===== src/rtl/branch_operand_forwarder_pkg.sv =====
// Shared encodings and helpers for the branch operand forwarding unit.
// The forward-source encoding is also used by the ALU forwarding unit.
package branch_operand_forwarder_pkg;

    localparam int STALL_CNT_W = 16;

    typedef enum logic [1:0] {
        FWD_RF  = 2'b00,
        FWD_EX  = 2'b01,
        FWD_MEM = 2'b10,
        FWD_WB  = 2'b11
    } fwd_sel_e;

    // Saturating increment for performance counters.
    function automatic logic [STALL_CNT_W-1:0] sat_inc(input logic [STALL_CNT_W-1:0] v);
        return (&v) ? v : v + {{(STALL_CNT_W-1){1'b0}}, 1'b1};
    endfunction

endpackage


===== src/rtl/branch_operand_forwarder_if.sv =====
// ID-stage bundle between the pipeline controller (master) and the
// branch operand forwarder (slave).
interface branch_operand_forwarder_if
    import branch_operand_forwarder_pkg::*;
#(
    parameter int DW     = 16,
    parameter int AW     = 4,
    parameter int NPORTS = 2
);
    logic                   hold;
    logic                   flush;
    logic                   id_valid;
    logic [NPORTS*AW-1:0]   id_rs;
    logic [NPORTS-1:0]      id_uses;
    logic                   id_we;
    logic                   id_is_load;
    logic [AW-1:0]          id_rd;
    logic [NPORTS*DW-1:0]   rf_data;
    logic [DW-1:0]          ex_alu;
    logic [DW-1:0]          mem_alu;
    logic [DW-1:0]          wb_data;
    logic [NPORTS*DW-1:0]   op_data;
    logic [2*NPORTS-1:0]    fwd_sel;
    logic                   stall;
    logic [STALL_CNT_W-1:0] stall_cnt;

    modport master (
        output hold, flush, id_valid, id_rs, id_uses, id_we, id_is_load, id_rd,
               rf_data, ex_alu, mem_alu, wb_data,
        input  op_data, fwd_sel, stall, stall_cnt
    );

    modport slave (
        input  hold, flush, id_valid, id_rs, id_uses, id_we, id_is_load, id_rd,
               rf_data, ex_alu, mem_alu, wb_data,
        output op_data, fwd_sel, stall, stall_cnt
    );

endinterface


===== src/rtl/branch_fwd_port.sv =====
// One branch operand port: tag compare against EX/MEM/WB and a
// youngest-first priority mux. Also flags a hit on a load still in EX/MEM.
module branch_fwd_port
    import branch_operand_forwarder_pkg::*;
#(
    parameter int DW       = 16,
    parameter int AW       = 4,
    parameter int ZERO_REG = 1
) (
    input  logic [AW-1:0] rs,
    input  logic [DW-1:0] rf_data,
    input  logic [DW-1:0] ex_alu,
    input  logic [DW-1:0] mem_alu,
    input  logic [DW-1:0] wb_data,
    input  logic          ex_v,
    input  logic [AW-1:0] ex_rd,
    input  logic          ex_ld,
    input  logic          mem_v,
    input  logic [AW-1:0] mem_rd,
    input  logic          mem_ld,
    input  logic          wb_v,
    input  logic [AW-1:0] wb_rd,
    output logic [DW-1:0] op_data,
    output logic [1:0]    fwd_sel,
    output logic          is_load_hit
);

    logic rs_zero;
    logic match_ex, match_mem, match_wb;

    assign rs_zero   = (ZERO_REG != 0) && (rs == '0);
    assign match_ex  = ex_v  && (ex_rd  == rs) && !rs_zero;
    assign match_mem = mem_v && (mem_rd == rs) && !rs_zero;
    assign match_wb  = wb_v  && (wb_rd  == rs) && !rs_zero;

    // Load data only exists at WB, so any load match in EX or MEM is a hazard,
    // even if a younger non-load also matches.
    assign is_load_hit = (match_ex && ex_ld) || (match_mem && mem_ld);

    // Youngest producer wins; RF is the fallback.
    always_comb begin
        op_data = rf_data;
        fwd_sel = FWD_RF;
        if (match_ex) begin
            op_data = ex_alu;
            fwd_sel = FWD_EX;
        end else if (match_mem) begin
            op_data = mem_alu;
            fwd_sel = FWD_MEM;
        end else if (match_wb) begin
            op_data = wb_data;
            fwd_sel = FWD_WB;
        end
    end

endmodule


===== src/rtl/branch_operand_forwarder.sv =====
// Branch operand forwarding and load-use hazard unit for the ID stage.
// Keeps a 3-entry destination tag pipeline (EX, MEM, WB) and a saturating
// stall counter; per-port compare/mux lives in branch_fwd_port.
module branch_operand_forwarder
    import branch_operand_forwarder_pkg::*;
#(
    parameter int DW       = 16,
    parameter int AW       = 4,
    parameter int NPORTS   = 2,
    parameter int ZERO_REG = 1
) (
    input  logic                      clk,
    input  logic                      rst_n,
    branch_operand_forwarder_if.slave bus
);

    typedef struct packed {
        logic          v;
        logic [AW-1:0] rd;
        logic          ld;
    } tag_t;

    tag_t                   ex_q, mem_q;
    logic                   wb_v;
    logic [AW-1:0]          wb_rd;
    logic [STALL_CNT_W-1:0] cnt_q;

    logic                   rd_ok;
    logic                   stall;
    logic [NPORTS-1:0]      load_hit;
    logic [DW-1:0]          port_data [NPORTS];
    logic [1:0]             port_sel  [NPORTS];

    assign rd_ok = (ZERO_REG == 0) || (bus.id_rd != '0);

    for (genvar p = 0; p < NPORTS; p++) begin : g_port
        branch_fwd_port #(
            .DW       (DW),
            .AW       (AW),
            .ZERO_REG (ZERO_REG)
        ) u_port (
            .rs          (bus.id_rs[AW*p +: AW]),
            .rf_data     (bus.rf_data[DW*p +: DW]),
            .ex_alu      (bus.ex_alu),
            .mem_alu     (bus.mem_alu),
            .wb_data     (bus.wb_data),
            .ex_v        (ex_q.v),
            .ex_rd       (ex_q.rd),
            .ex_ld       (ex_q.ld),
            .mem_v       (mem_q.v),
            .mem_rd      (mem_q.rd),
            .mem_ld      (mem_q.ld),
            .wb_v        (wb_v),
            .wb_rd       (wb_rd),
            .op_data     (port_data[p]),
            .fwd_sel     (port_sel[p]),
            .is_load_hit (load_hit[p])
        );
    end

    // Flatten per-port results onto the bus; only used ports can stall.
    always_comb begin
        bus.op_data = '0;
        bus.fwd_sel = '0;
        stall       = 1'b0;
        for (int p = 0; p < NPORTS; p++) begin
            bus.op_data[DW*p +: DW] = port_data[p];
            bus.fwd_sel[2*p +: 2]   = port_sel[p];
            if (bus.id_uses[p] && load_hit[p])
                stall = 1'b1;
        end
        stall = stall && bus.id_valid;
    end

    assign bus.stall     = stall;
    assign bus.stall_cnt = cnt_q;

    // Tag pipeline: a stalled or flushed ID instruction enters EX as a bubble.
    always_ff @(posedge clk or negedge rst_n) begin
        if (!rst_n) begin
            ex_q  <= '0;
            mem_q <= '0;
            wb_v  <= 1'b0;
            wb_rd <= '0;
        end else if (!bus.hold) begin
            ex_q.v  <= bus.id_valid && bus.id_we && !stall && !bus.flush && rd_ok;
            ex_q.rd <= bus.id_rd;
            ex_q.ld <= bus.id_is_load;
            mem_q   <= ex_q;
            wb_v    <= mem_q.v;
            wb_rd   <= mem_q.rd;
        end
    end

    // Stalled-cycle counter; frozen by hold, sticks at all-ones.
    always_ff @(posedge clk or negedge rst_n) begin
        if (!rst_n)
            cnt_q <= '0;
        else if (stall && !bus.hold)
            cnt_q <= sat_inc(cnt_q);
    end

endmodule


===== src/flat_wrapper.sv =====
// flat-port wrapper written by rule: the top's interface ports become plain ports
module branch_operand_forwarder_flat import branch_operand_forwarder_pkg::*;
#(
    parameter int DW       = 16,
    parameter int AW       = 4,
    parameter int NPORTS   = 2,
    parameter int ZERO_REG = 1
)
  (clk, rst_n, bus_hold, bus_flush, bus_id_valid, bus_id_rs, bus_id_uses, bus_id_we, bus_id_is_load, bus_id_rd, bus_rf_data, bus_ex_alu, bus_mem_alu, bus_wb_data, bus_op_data, bus_fwd_sel, bus_stall, bus_stall_cnt);
  branch_operand_forwarder_if #(.DW(DW), .AW(AW), .NPORTS(NPORTS)) bus_i ();
  input  logic clk;
  input  logic rst_n;
  input wire logic [$bits(bus_i.hold)-1:0] bus_hold;
  input wire logic [$bits(bus_i.flush)-1:0] bus_flush;
  input wire logic [$bits(bus_i.id_valid)-1:0] bus_id_valid;
  input wire logic [$bits(bus_i.id_rs)-1:0] bus_id_rs;
  input wire logic [$bits(bus_i.id_uses)-1:0] bus_id_uses;
  input wire logic [$bits(bus_i.id_we)-1:0] bus_id_we;
  input wire logic [$bits(bus_i.id_is_load)-1:0] bus_id_is_load;
  input wire logic [$bits(bus_i.id_rd)-1:0] bus_id_rd;
  input wire logic [$bits(bus_i.rf_data)-1:0] bus_rf_data;
  input wire logic [$bits(bus_i.ex_alu)-1:0] bus_ex_alu;
  input wire logic [$bits(bus_i.mem_alu)-1:0] bus_mem_alu;
  input wire logic [$bits(bus_i.wb_data)-1:0] bus_wb_data;
  output wire logic [$bits(bus_i.op_data)-1:0] bus_op_data;
  output wire logic [$bits(bus_i.fwd_sel)-1:0] bus_fwd_sel;
  output wire logic [$bits(bus_i.stall)-1:0] bus_stall;
  output wire logic [$bits(bus_i.stall_cnt)-1:0] bus_stall_cnt;
  assign bus_i.hold = bus_hold;
  assign bus_i.flush = bus_flush;
  assign bus_i.id_valid = bus_id_valid;
  assign bus_i.id_rs = bus_id_rs;
  assign bus_i.id_uses = bus_id_uses;
  assign bus_i.id_we = bus_id_we;
  assign bus_i.id_is_load = bus_id_is_load;
  assign bus_i.id_rd = bus_id_rd;
  assign bus_i.rf_data = bus_rf_data;
  assign bus_i.ex_alu = bus_ex_alu;
  assign bus_i.mem_alu = bus_mem_alu;
  assign bus_i.wb_data = bus_wb_data;
  assign bus_op_data = bus_i.op_data;
  assign bus_fwd_sel = bus_i.fwd_sel;
  assign bus_stall = bus_i.stall;
  assign bus_stall_cnt = bus_i.stall_cnt;
  branch_operand_forwarder #(.DW(DW), .AW(AW), .NPORTS(NPORTS), .ZERO_REG(ZERO_REG)) u_core (.clk(clk), .rst_n(rst_n), .bus(bus_i));
endmodule

===== config.mk =====
export PLATFORM = sky130hd
export DESIGN_NAME = branch_operand_forwarder_flat
export DESIGN_NICKNAME = d
export VERILOG_FILES = /design/src/rtl/branch_operand_forwarder_pkg.sv /design/src/rtl/branch_operand_forwarder_if.sv /design/src/rtl/branch_fwd_port.sv /design/src/rtl/branch_operand_forwarder.sv /design/src/flat_wrapper.sv
export SDC_FILE = /design/constraint.sdc
export NUM_CORES = 1
export LEC_CHECK = 0
export BUFFER_PORTS_ARGS = -buffer_cell sky130_fd_sc_hd__clkbuf_2
export CORE_ASPECT_RATIO = 0.5
export CORE_MARGIN = 5
export CORE_UTILIZATION = 30
export DETAILED_ROUTE_END_ITERATION = 6
export HOLD_SLACK_MARGIN = 0.06
export REMOVE_ABC_BUFFERS = 1
export SYNTH_ARGS = -nofsm -noshare
export SYNTH_HDL_FRONTEND = slang
export SYNTH_HIERARCHICAL = 1
export SYNTH_SLANG_ARGS = --single-unit

===== constraint.sdc =====
create_clock -name clk -period 6.6 [get_ports clk]
set_input_delay 1.32 -clock clk [delete_from_list [all_inputs] [get_ports clk]]
set_output_delay 1.32 -clock clk [all_outputs]
set_load 0.03 [all_outputs]

Word-level counts from Yosys, hierarchy flattened. Cells that the tools add are included.

Bits in registers: 33. Latch bits: 0. RAM bits: 0. ROM bits: 0. Input port bits: 101. Output and inout bits: 53. Word-level logic and storage cells: 67. Memories kept: 0.

Add/sub/neg operators: 1. Multiply operators: 0. Divide/modulo/power cells: 0. Order comparisons: 0. Equal/unequal tests: 6. Shifts and indexed selects: 0. Multiplexer cells: 14. Bitwise gates (word level): 1. Reductions and logical operators: 36.

Operators by type and width (count): $mux 16 (6); $eq 4x4->1 (6); $logic_and 1x1->1 (24); $add 16x1->16 const B (1); $reduce_and 16->1 (1); $mux 2 (6); $logic_not 4->1 (2); $logic_not 1->1 (5); $reduce_bool 4->1 (1); $logic_or 1x1->1 (2); $mux 1 (2); $reduce_and 2->1 (1); $not 1->1 (1).

Longest topological paths before layout.
Depth after elaboration: 13. Gate-level depth with buffers: 13. Gate-level depth less buffers: 9.

Hierarchy. Netlist, hierarchy kept.

By module, submodules not included: branch_fwd_port (times used 2, cells each 126, area each 830.8 um^2, sequential area each 0.0 um^2); branch_operand_forwarder (times used 1, cells each 112, area each 1481.4 um^2, sequential area each 825.8 um^2).

Worst setup path before layout. OpenSTA, ideal clock, no wires.

Kind: input to output. Start point: in bus_id_rs[0]. End point: out bus_stall. Data arrival time: 3.016 ns. Required time: 5.280 ns. Path slack: 2.264 ns. Cell stages on the path: 8. Path through: buf_2 nor3_1 or3_1 a21oi_2 buf_2 a22o_1 a22o_1 and2_1.

Longest elaborated chain between the ends: 9. Elaborated cells between the ends (all ways): 15. Classes of those cells: 2 x eq/ne; 2 x mux; 11 x reduce/logical.

RTL lines: start: declaration (line flat_wrapper.sv:16) `input wire logic [$bits(bus_i.id_rs)-1:0] bus_id_rs;`; $eq 4x4->1, or another cell as far along (line branch_fwd_port.sv:32) `assign match_ex = ex_v && (ex_rd == rs) && !rs_zero;`; $logic_and 1x1->1, or another cell as far along (line branch_fwd_port.sv:32); $logic_and 1x1->1 (on tied branches) (line branch_fwd_port.sv:32, branch_fwd_port.sv:33); $logic_and 1x1->1 (line branch_fwd_port.sv:38) `assign is_load_hit = (match_ex && ex_ld) || (match_mem && mem_ld);`; $logic_or 1x1->1 (*) (line branch_fwd_port.sv:38); named net u_core.load_hit[0] (line branch_operand_forwarder.sv:30) `logic [NPORTS-1:0] load_hit;`; $logic_and 1x1->1 (*) (line branch_operand_forwarder.sv:69) `if (bus.id_uses[p] && load_hit[p])`; $mux 1 (*) (2 in series) (line branch_operand_forwarder.sv:69); $logic_and 1x1->1 (*) (line branch_operand_forwarder.sv:72) `stall = stall && bus.id_valid;`; end: declaration (line flat_wrapper.sv:27) `output wire logic [$bits(bus_i.stall)-1:0] bus_stall;`.

Mark *: on every way through the listed nets, which the timed path passes. The rest lies on a longest branch.

Worst setup path in the final report. Same ends and word-level chain as after synthesis.

==> out/metrics.cfg <==
[hold_path]
worstHoldStart = u_core/bus.stall_cnt[10]
hold_class = reg -> reg
whs_path_depth = 1
hold_end = u_core/bus.stall_cnt[10]

[route]
drt_wl_total_mm = 11.1
num_vias = 3392
drc = 0
via_per_inst = 5.35
drt-pass1-iter-count = 4
post_drt_wl_per_cell_um = 17.4
antenna_left = 0
drt-initial-drc-count = 186

[worst_setup_path]
timing.rr.start = u_core/ex_q[4]
r2r-end = u_core/bus.stall_cnt[1]
cp-end-kind = output pin
r2r_cells = 7
reg2reg_slack_ns = 3.53
cp-start-kind = input port
required_ns = 5.28
crit_type = in -> out
path_max_fanout = 34
cp.arrival_ns = 3.69

[sta]
timing.final.crit_share = 0.759
rsz0062_at_grt = false
max_slew.worst_pin.slew_ns = 1.16
fin_skew_ns = 0.00371
report.final.slew_viol_count = 0
max_freq_mhz = 200
max_slew_margin = 0.229
setup_viol_count_final = 0
hold_violations = 0
tns_ns = 0
layout_min_cycle_time_ns = 5.01

[synth]
yosys-top-cells-count = 71 x nand3_1, 35 x a22o_1, 33 x dfrtp_1
synth_async_sr_flop_share = 1.00
synth_edf_count = 0
avgSynthCellArea_um2 = 8.63
synth-seq-area-share = 0.263
synthCells = 364
synth_cell_types = 40
yosys.area.top_type = dfrtp_1
synth_ff_type = dfrtp_1
synth.top_cell.area_share = 0.263
syn-cell-area_mm2 = 0.00314
postSynthRegisterBits = 33
synthTopCellsByArea = dfrtp_1 26%, nand3_1 11%, a22o_1 9.8%
ys_warn_count = 6
post-synth-top-count-cell = nand3_1

[cts]
clock_latency_ns = 0.27
cts_resized = 0
cts_tree = yes
ctsHtreeMaxLevel = 2
cts_made_buffers = 5
clkTransAtPathRegs_ns = 0.05
cts_sinks = 33
cts_hold_buf = 0
cts-root-buf = clkbuf_16
clockBufferDepth = 2
post_cts_buffers = 0

[layout]
final_cells = 634
drive_gt1_frac = 0.383
antenna_cells = 0
final_area_mm2 = 0.00400
final_net_count = 596
areaGrowthSynthToFinish_pct = 27.3

[outcome]
status = completed

[floorplan]
rows = 26
ioPinCount = 154
initial_core_util = 0.308
dieWidth_um = 155
die_h_um = 82.4
core_mm2 = 0.0102
die_area_mm2 = 0.0127

[placed_design]
place_area_mm2 = 0.00386
port_buffers = 153
place_congestion = 0.815
dp.cells = 627
place_hpwl_mm = 8.24

[power_and_ir_drop]
ir_drop_mv = 0.105
power_density_mw_per_mm2 = 173
power_leakage_nw = 2.01

[global_routing]
antenna_found_initial = 0
grt_pass1_vias = 3366
grt_start_max_net_pins = 35
grt_pass1_wl_mm = 17.5
grt-ovfl-total = 0
grt.total_usage = 0.168

[job]
cap_violations = 0

[worst max path at each step]
stage / startpoint / end / slack, ns
CTS: bus_id_rs[0] / bus_stall / 1.61
floorplan: bus_id_rs[0] / bus_stall / 2.27
detailed placement: bus_id_rs[0] / bus_stall / 1.62
global placement: bus_id_rs[0] / bus_stall / 1.64
global route: bus_id_rs[0] / bus_stall / 1.34
finish: bus_id_rs[0] / bus_stall / 1.59
[per-layer routing]
metal | GRT usage | wire length, um | up-vias
met1 | 0.222 | 5030 | 1634
met3 | 0.0370 | 741 | 6
li1 | - | - | 1633
met5 | 0 | 0 | -
met2 | 0.291 | 5220 | 119
met4 | 0.0273 | 59 | 0
[layout by cell type (no fill, tap or decap), types with 6 or more instances in the layout]
cell and n:
or3_1 6, a22o_1 35, nor3_1 9, o21a_1 32
dfrtp_1 33, xnor2_1 16, nand2_1 11, o21ai_0 9
nand3_1 71, clkbuf_2 153, xor2_1 19, o21ai_1 26
nand4_1 8, mux2_2 17, nor4_1 7
[through the flow]
| stage | util | power [mW] | setup slack (ns) | hold WS (ns) |
|---|---|---|---|---|
| after floorplan | - | 0.372 | 2.27 | 0.488 |
| after global placement | 0.378 | 0.472 | 1.64 | 0.485 |
| after detailed placement | 0.378 | 0.475 | 1.62 | 0.515 |
| after CTS | 0.392 | 0.703 | 1.61 | 0.525 |
| after global routing | 0.392 | 0.733 | 1.34 | 0.551 |
| final | 0.392 | 0.693 | 1.59 | 0.520 |
[state kept, by name, summed over array words and instances, names as in the netlist]
name                  cells
u_core/wb_v               1
u_core/bus.stall_cnt     16
u_core/ex_q               6
u_core/wb_rd              4
u_core/mem_q              6
[worst max-delay path, cell delays in order]
cell and delay [ns]:
clkbuf_2 0.15, nor3_1 0.18, or3_1 0.12, a21o_1 0.87, inv_1 0.14, a22o_1 0.27
a22o_1 0.27, and2_1 0.17, clkbuf_2 0.17
[layout make-up]
type | count | area, um^2
fillers | 1072 | 6210
multi-input cells | 295 | 2060
flip-flops and latches | 33 | 826
repair buffers | 157 | 796
well taps | 140 | 175
clock buffers | 7 | 143
inverters | 2 | 7.51
[cell families after synthesis]
family,synth area share
xor+xnor,0.0975
buf+inv,0.0832
simple gates,0.244
mux,0.0609
fa+ha+maj,0.00398
compound gates,0.248
flops,0.263
[where the power goes]
part / internal (mW) / switching [mW]
combinational: 0.0893 / 0.144
sequential: 0.218 / 0.0202
clock: 0.148 / 0.0742
total: 0.455 / 0.238
(Power assumes the default switching activity.)
